===== config.mk =====
export PLATFORM = sky130hd
export DESIGN_NAME = if_fetch_flat
export DESIGN_NICKNAME = d
export VERILOG_FILES = /design/src/rtl/if_fetch_if.sv /design/src/rtl/if_fetch.sv /design/src/flat_wrapper.sv
export SDC_FILE = /design/constraint.sdc
export NUM_CORES = 1
export LEC_CHECK = 0
export BUFFER_PORTS_ARGS = -buffer_cell sky130_fd_sc_hd__clkbuf_2
export CAP_MARGIN = 20
export CORE_MARGIN = 2
export CORE_UTILIZATION = 30
export DETAILED_ROUTE_END_ITERATION = 6
export PLACE_DENSITY = 0.53
export SYNTH_ARGS = -nofsm -noshare
export SYNTH_HDL_FRONTEND = slang
export SYNTH_SLANG_ARGS = --single-unit

===== constraint.sdc =====
create_clock -name clk -period 3.7 [get_ports clk]
set_input_delay 0 -clock clk [delete_from_list [all_inputs] [get_ports clk]]
set_output_delay 0 -clock clk [all_outputs]
set_load 0.02 [all_outputs]

===== src/rtl/if_fetch_if.sv =====
// Instruction-memory request/response bundle between fetch and imem.
// Fetch is the master; the memory side is the slave.
interface if_fetch_if #(
   parameter int W = 32
);
   logic          req_valid;
   logic [W-1:0]  req_addr;
   logic          req_ready;
   logic          rsp_valid;
   logic [31:0]   rsp_data;

   modport master (
      output req_valid,
      output req_addr,
      input  req_ready,
      input  rsp_valid,
      input  rsp_data
   );

   modport slave (
      input  req_valid,
      input  req_addr,
      output req_ready,
      output rsp_valid,
      output rsp_data
   );
endinterface


===== src/rtl/if_fetch.sv =====
// Fetch stage: issues imem requests from curr_pc, buffers in-order
// responses in a small queue and hands them to decode.
module if_fetch #(
   parameter int CPU_WIDTH = 32,
   parameter int IQ_DEPTH  = 4
) (
   input  logic                 clk,
   input  logic                 rst_n,
   input  logic [CPU_WIDTH-1:0] curr_pc,
   output logic                 pc_hold,
   input  logic                 redirect,
   if_fetch_if.master           imem,
   output logic                 inst_valid,
   output logic [31:0]          inst_data,
   output logic [CPU_WIDTH-1:0] inst_pc,
   input  logic                 inst_ready
);

   localparam int AW = $clog2(IQ_DEPTH);
   localparam int CW = AW + 1;

   typedef logic [AW-1:0] ptr_t;
   typedef logic [CW-1:0] cnt_t;

   localparam cnt_t DEPTH = cnt_t'(IQ_DEPTH);
   localparam ptr_t ONE_P = ptr_t'(1);

   typedef enum logic {
      BOOT,
      RUN
   } state_t;

   state_t state, state_n;

   logic [CPU_WIDTH-1:0] pc_q   [IQ_DEPTH];
   logic [31:0]          data_q [IQ_DEPTH];
   logic [IQ_DEPTH-1:0]  fill_q;

   ptr_t head, tail, fptr;
   cnt_t alloc, discard, pend;

   logic       run;
   logic       flush;
   logic       accept;
   logic       pop;
   logic       drop;
   logic       fill;
   logic [CW:0] used;

   always_comb begin
      state_n        = state;
      run            = 1'b0;
      flush          = 1'b0;
      used           = '0;
      imem.req_valid = 1'b0;
      imem.req_addr  = curr_pc;
      accept         = 1'b0;
      pc_hold        = 1'b0;
      inst_valid     = 1'b0;
      pop            = 1'b0;
      drop           = 1'b0;
      fill           = 1'b0;
      inst_data      = data_q[head];
      inst_pc        = pc_q[head];

      unique case (state)
         BOOT: state_n = RUN;
         RUN:  state_n = RUN;
      endcase

      run   = (state == RUN);
      flush = run && redirect;
      // Wrong-path words still in flight occupy queue credit too.
      used  = {1'b0, alloc} + {1'b0, discard};

      imem.req_valid = run && !redirect && (used < {1'b0, DEPTH});
      accept         = imem.req_valid && imem.req_ready;
      pc_hold        = run && !redirect && !accept;

      inst_valid = run && !redirect && fill_q[head];
      pop        = inst_valid && inst_ready;

      drop = run && imem.rsp_valid && (discard != '0);
      fill = run && imem.rsp_valid && (discard == '0) && (pend != '0);
   end

   always_ff @(posedge clk or negedge rst_n) begin
      if (!rst_n) begin
         state   <= BOOT;
         head    <= '0;
         tail    <= '0;
         fptr    <= '0;
         alloc   <= '0;
         discard <= '0;
         pend    <= '0;
         fill_q  <= '0;
         for (int i = 0; i < IQ_DEPTH; i++) begin
            pc_q[i]   <= '0;
            data_q[i] <= '0;
         end
      end else begin
         state <= state_n;
         if (flush) begin
            head    <= '0;
            tail    <= '0;
            fptr    <= '0;
            alloc   <= '0;
            pend    <= '0;
            fill_q  <= '0;
            // Same-cycle response retires one unfilled slot first.
            discard <= discard + pend
                       - cnt_t'(drop) - cnt_t'(fill);
         end else begin
            if (accept) begin
               pc_q[tail]   <= curr_pc;
               fill_q[tail] <= 1'b0;
               tail         <= tail + ONE_P;
            end
            if (fill) begin
               data_q[fptr] <= imem.rsp_data;
               fill_q[fptr] <= 1'b1;
               fptr         <= fptr + ONE_P;
            end
            if (pop) begin
               fill_q[head] <= 1'b0;
               head         <= head + ONE_P;
            end
            alloc   <= alloc + cnt_t'(accept) - cnt_t'(pop);
            pend    <= pend + cnt_t'(accept) - cnt_t'(fill);
            discard <= discard - cnt_t'(drop);
         end
      end
   end

endmodule


===== src/flat_wrapper.sv =====
// flat-port wrapper written by rule: the top's interface ports become plain ports
module if_fetch_flat 
#(
   parameter int CPU_WIDTH = 32,
   parameter int IQ_DEPTH  = 4
)
  (clk, rst_n, curr_pc, pc_hold, redirect, inst_valid, inst_data, inst_pc, inst_ready, imem_req_valid, imem_req_addr, imem_req_ready, imem_rsp_valid, imem_rsp_data);
  if_fetch_if #(.W((32))) imem_i ();
  input  logic clk;
  input  logic rst_n;
  input  logic [CPU_WIDTH-1:0] curr_pc;
  output logic pc_hold;
  input  logic redirect;
  output logic inst_valid;
  output logic [31:0] inst_data;
  output logic [CPU_WIDTH-1:0] inst_pc;
  input  logic inst_ready;
  output wire logic [$bits(imem_i.req_valid)-1:0] imem_req_valid;
  output wire logic [$bits(imem_i.req_addr)-1:0] imem_req_addr;
  input wire logic [$bits(imem_i.req_ready)-1:0] imem_req_ready;
  input wire logic [$bits(imem_i.rsp_valid)-1:0] imem_rsp_valid;
  input wire logic [$bits(imem_i.rsp_data)-1:0] imem_rsp_data;
  assign imem_req_valid = imem_i.req_valid;
  assign imem_req_addr = imem_i.req_addr;
  assign imem_i.req_ready = imem_req_ready;
  assign imem_i.rsp_valid = imem_rsp_valid;
  assign imem_i.rsp_data = imem_rsp_data;
  if_fetch #(.CPU_WIDTH(CPU_WIDTH), .IQ_DEPTH(IQ_DEPTH)) u_core (.clk(clk), .rst_n(rst_n), .curr_pc(curr_pc), .pc_hold(pc_hold), .redirect(redirect), .imem(imem_i), .inst_valid(inst_valid), .inst_data(inst_data), .inst_pc(inst_pc), .inst_ready(inst_ready));
endmodule

==> summary.txt <==
Core region area: 0.0422 sq mm
Number of synthesized register bits: 276
Die ar.: 0.0447 sq mm
Cell count after synthesis: 803
Effective utilization at floorplan: 0.306
Number of failing setup endpoints in the final timing report: 0
P_int: 7.04 mW
Cell types with the largest area share after synthesis: dfrtp_1 54%, mux2_2 17%, mux4_2 11%
Required time at the endpoint of the critical path: 4120 ps
Unrepaired setup endpoints after global routing: no
Number of antenna violations at the first check in global routing: 1
HPWL Detailed: 17,500 um
Num CTS Buffers: 35
Residual antenna-violating net count after detailed routing: 0
Yosys cell types: 36
Period utilisation layout: 0.903
Placed inst area: 0.0141 sq mm
Maximum number of pins on one net before global-route repair: 120
Portion of total power attributed to sequential cells: 0.397
Worst voltage drop across the vdd grid: 0.375 mV
Power density over the cells: 613 mW/mm^2
Sequential-to-total area share from yosys stat: 0.535
Post-layout minimum cycle time: 3340 ps
Leakage power: 7.91 nW
Clock network latency to the later pin of the worst-skew pair: 530 ps
Proportion of layout cells with a drive suffix above 1: 0.550
Type of the worst setup path: flop to flop
Number of detailed-routing iterations run before antenna repair: 4
Global-route wire length before repair: 45,800 um
Max_cap viols: 0
Share of total power in combinational logic: 0.245
Run status: finished, final reports clean
Netlist area before placement: 0.0129 sq mm
Slew at the pin closest to its max-slew limit: 1040 ps
Kind of start point of the critical path: flop
Syn avg cell area: 16.1 sq um
Sort of element at the end of the critical path: flop
Fin Clk Skew: 15.7 ps
Cells after DPL: 1,450
Die width: 211 um
Via density per instance: 4.69
Top delay family on crit path: adder cells
Arrival time of the worst setup path: 3760 ps
Crit-path cells: or3_1, nor3_2, inv_1, fa_1, inv_1, fa_1, inv_1, ha_1, fa_1, xnor2_1, xnor2_1, mux2i_1, xnor2_1
Vias in the first global route: 8,024
Final cell area excluding filler cells: 0.0160 sq mm
Path class of the lowest-slack min-delay path: primary input to async pin
Post-CTS Resized: 0
Boundary Pins: 169
Buffer and inverter count on the worst path: 3
Leading cell types in the layout, fill and taps excluded: 274 x dfrtp_1, 198 x mux2_2, 167 x clkbuf_2
Starting DRT DRC Count: 311
Standard-cell row count: 75
Number of cells in the finished layout apart from fillers: 1,580
Relative max-transition margin: 0.305
Power share of the clock group: 0.358
Fmax: 0.299 GHz
Max-slew violation total from the final report: 0
Number of sinks on the clock net: 276
Largest incremental delay on the critical path: 500 ps
Via count: 7,411
Die Span Y: 211 um
Synthesis-to-finish area growth: 24.0%
Final weighted congestion in routability-driven placement: 0.734
H-tree level count: 2
Cell taking the most area after synthesis: dfrtp_1
Cell at the slowest stage of the critical path: fa_1
Launching element of the worst setup path: u_core.discard[0]
Number of inserted diodes: 0
EDFF count, synth: 0
Worst-path fanout max: 3
Wirelength per Cell: 18.2 um
Post-synth top area share: 0.535
Utilization of the core after routing: 0.379
Total overflow reported by the global router: 0
Final hold violation count: 0
Total global routing track utilization: 0.132
Async SR Flop Fraction: 1.00
Syn Nets: 900
RR Startpoint: u_core.discard[0]
Clock tree from TritonCTS: built
Port Buffers: 168
Root Buffer: clkbuf_16
YS warnings: 0
Clock-pin slew reported for the worst setup and hold paths after clock tree synthesis: 60 ps
Total negative slack for setup checks: 0 ps
DRC violation count after routing: 0
Wire length after detailed routing: 28,800 um
Clock Tree Buf Depth: 3
Power spent charging and discharging nets: 2.78 mW
Most frequent standard cell in the layout excluding fill and tap cells: dfrtp_1
Switching power share of the total: 0.283
Nets: 1,114
Top flip-flop cell by instance count after synthesis: dfrtp_1
metrics by stage:
step	setup slack (ps)	hold WS, ps	power [mW]
2_1_floorplan	287	-296	5.58
3_5_place_dp	347	192	6.34
4_1_cts	360	113	10.0
5_1_grt	183	134	10.4
6_report	358	75.9	9.82
3_3_place_gp	361	187	6.30
cell families (layout without fill, tap and decap cells):
| family | count (synthesis) | in the layout | share of synthesized area |
|---|---|---|---|
| mux | 324 | 324 | 0.356 |
| xor+xnor | 8 | 8 | 0.00543 |
| fa+ha+maj | 27 | 27 | 0.0291 |
| buf+inv | 103 | 341 | 0.0457 |
| simple gates | 49 | 49 | 0.0217 |
| compound gates | 15 | 15 | 0.00698 |
| flops | 276 | 276 | 0.535 |
| other cells | 1 | 1 | 0.000291 |
layout make-up:
type	count	area, sq um
fill	3996	26200
tap	539	674
clock inverter	11	166
inverter	27	101
sequential	276	6910
clock buffer	50	1020
multi-input combinational	424	5420
timing repair buffer	253	1710
flip-flops by register name, indices dropped and copies added (netlist names):
| name | count |
|---|---|
| u_core.tail | 2 |
| u_core.data_q | 128 |
| u_core.alloc | 3 |
| u_core.run | 1 |
| u_core.head | 2 |
| u_core.fptr | 2 |
| u_core.discard | 3 |
| u_core.pc_q | 128 |
| u_core.pend | 3 |
| u_core.fill_q | 4 |
Yosys cell counts, types with 2 or more instances:
cell and number:
a21oi_1 4, a221oi_1 4, and2_1 3, and4_1 2, buf_1 4, buf_2 25
buf_4 32, buf_6 7, clkbuf_1 8, dfrtp_1 276, fa_1 5, ha_1 22
inv_1 26, mux2_2 198, mux2_4 60, mux2i_1 2, mux4_2 64, nand2_1 8
nand2_2 4, nand3_1 6, nand3_4 2, nand4_1 2, nor2_1 11, nor3_1 4
o21ai_0 7, xnor2_1 7
metal layers:
metal | GRT usage | up-vias | routed length [um]
met5 | 0 | - | 13
met3 | 0.0395 | 38 | 1790
met4 | 0.0410 | 2 | 537
met2 | 0.211 | 160 | 13400
met1 | 0.173 | 3874 | 13000
li1 | - | 3337 | -
worst paths after layout:
| path | endpoint | slack [ps] | cells past startpoint |
|---|---|---|---|
| worst max register to register | u_core.discard[2] | 360 | 13 |
| worst max-delay path | u_core.discard[2] | 360 | 13 |
| max in group asynchronous | u_core.pc_q[11] | 2560 | 3 |
| min in group clk | u_core.alloc[1] | 130 | 3 |
| worst min-delay path | u_core.data_q[103] | 80 | 2 |
| worst min register to register | u_core.data_q[35] | 500 | 1 |
power groups by stage:
stage	Combinational [mW]	Clock, mW	Sequential, mW
2_1_floorplan	1.74	0	3.84
4_1_cts	2.46	3.67	3.90
3_5_place_dp	2.40	0	3.94
6_report	2.41	3.52	3.90
3_3_place_gp	2.37	0	3.93
5_1_grt	2.63	3.80	3.97
what timing repair did:
| item | in CTS | in global routing |
|---|---|---|
| hold endpoints to repair | 374 | 0 |
| buffers inserted | 0 | 0 |
| hold buffers | 69 | 0 |
Note: power is estimated with default switching activity, not from simulation.
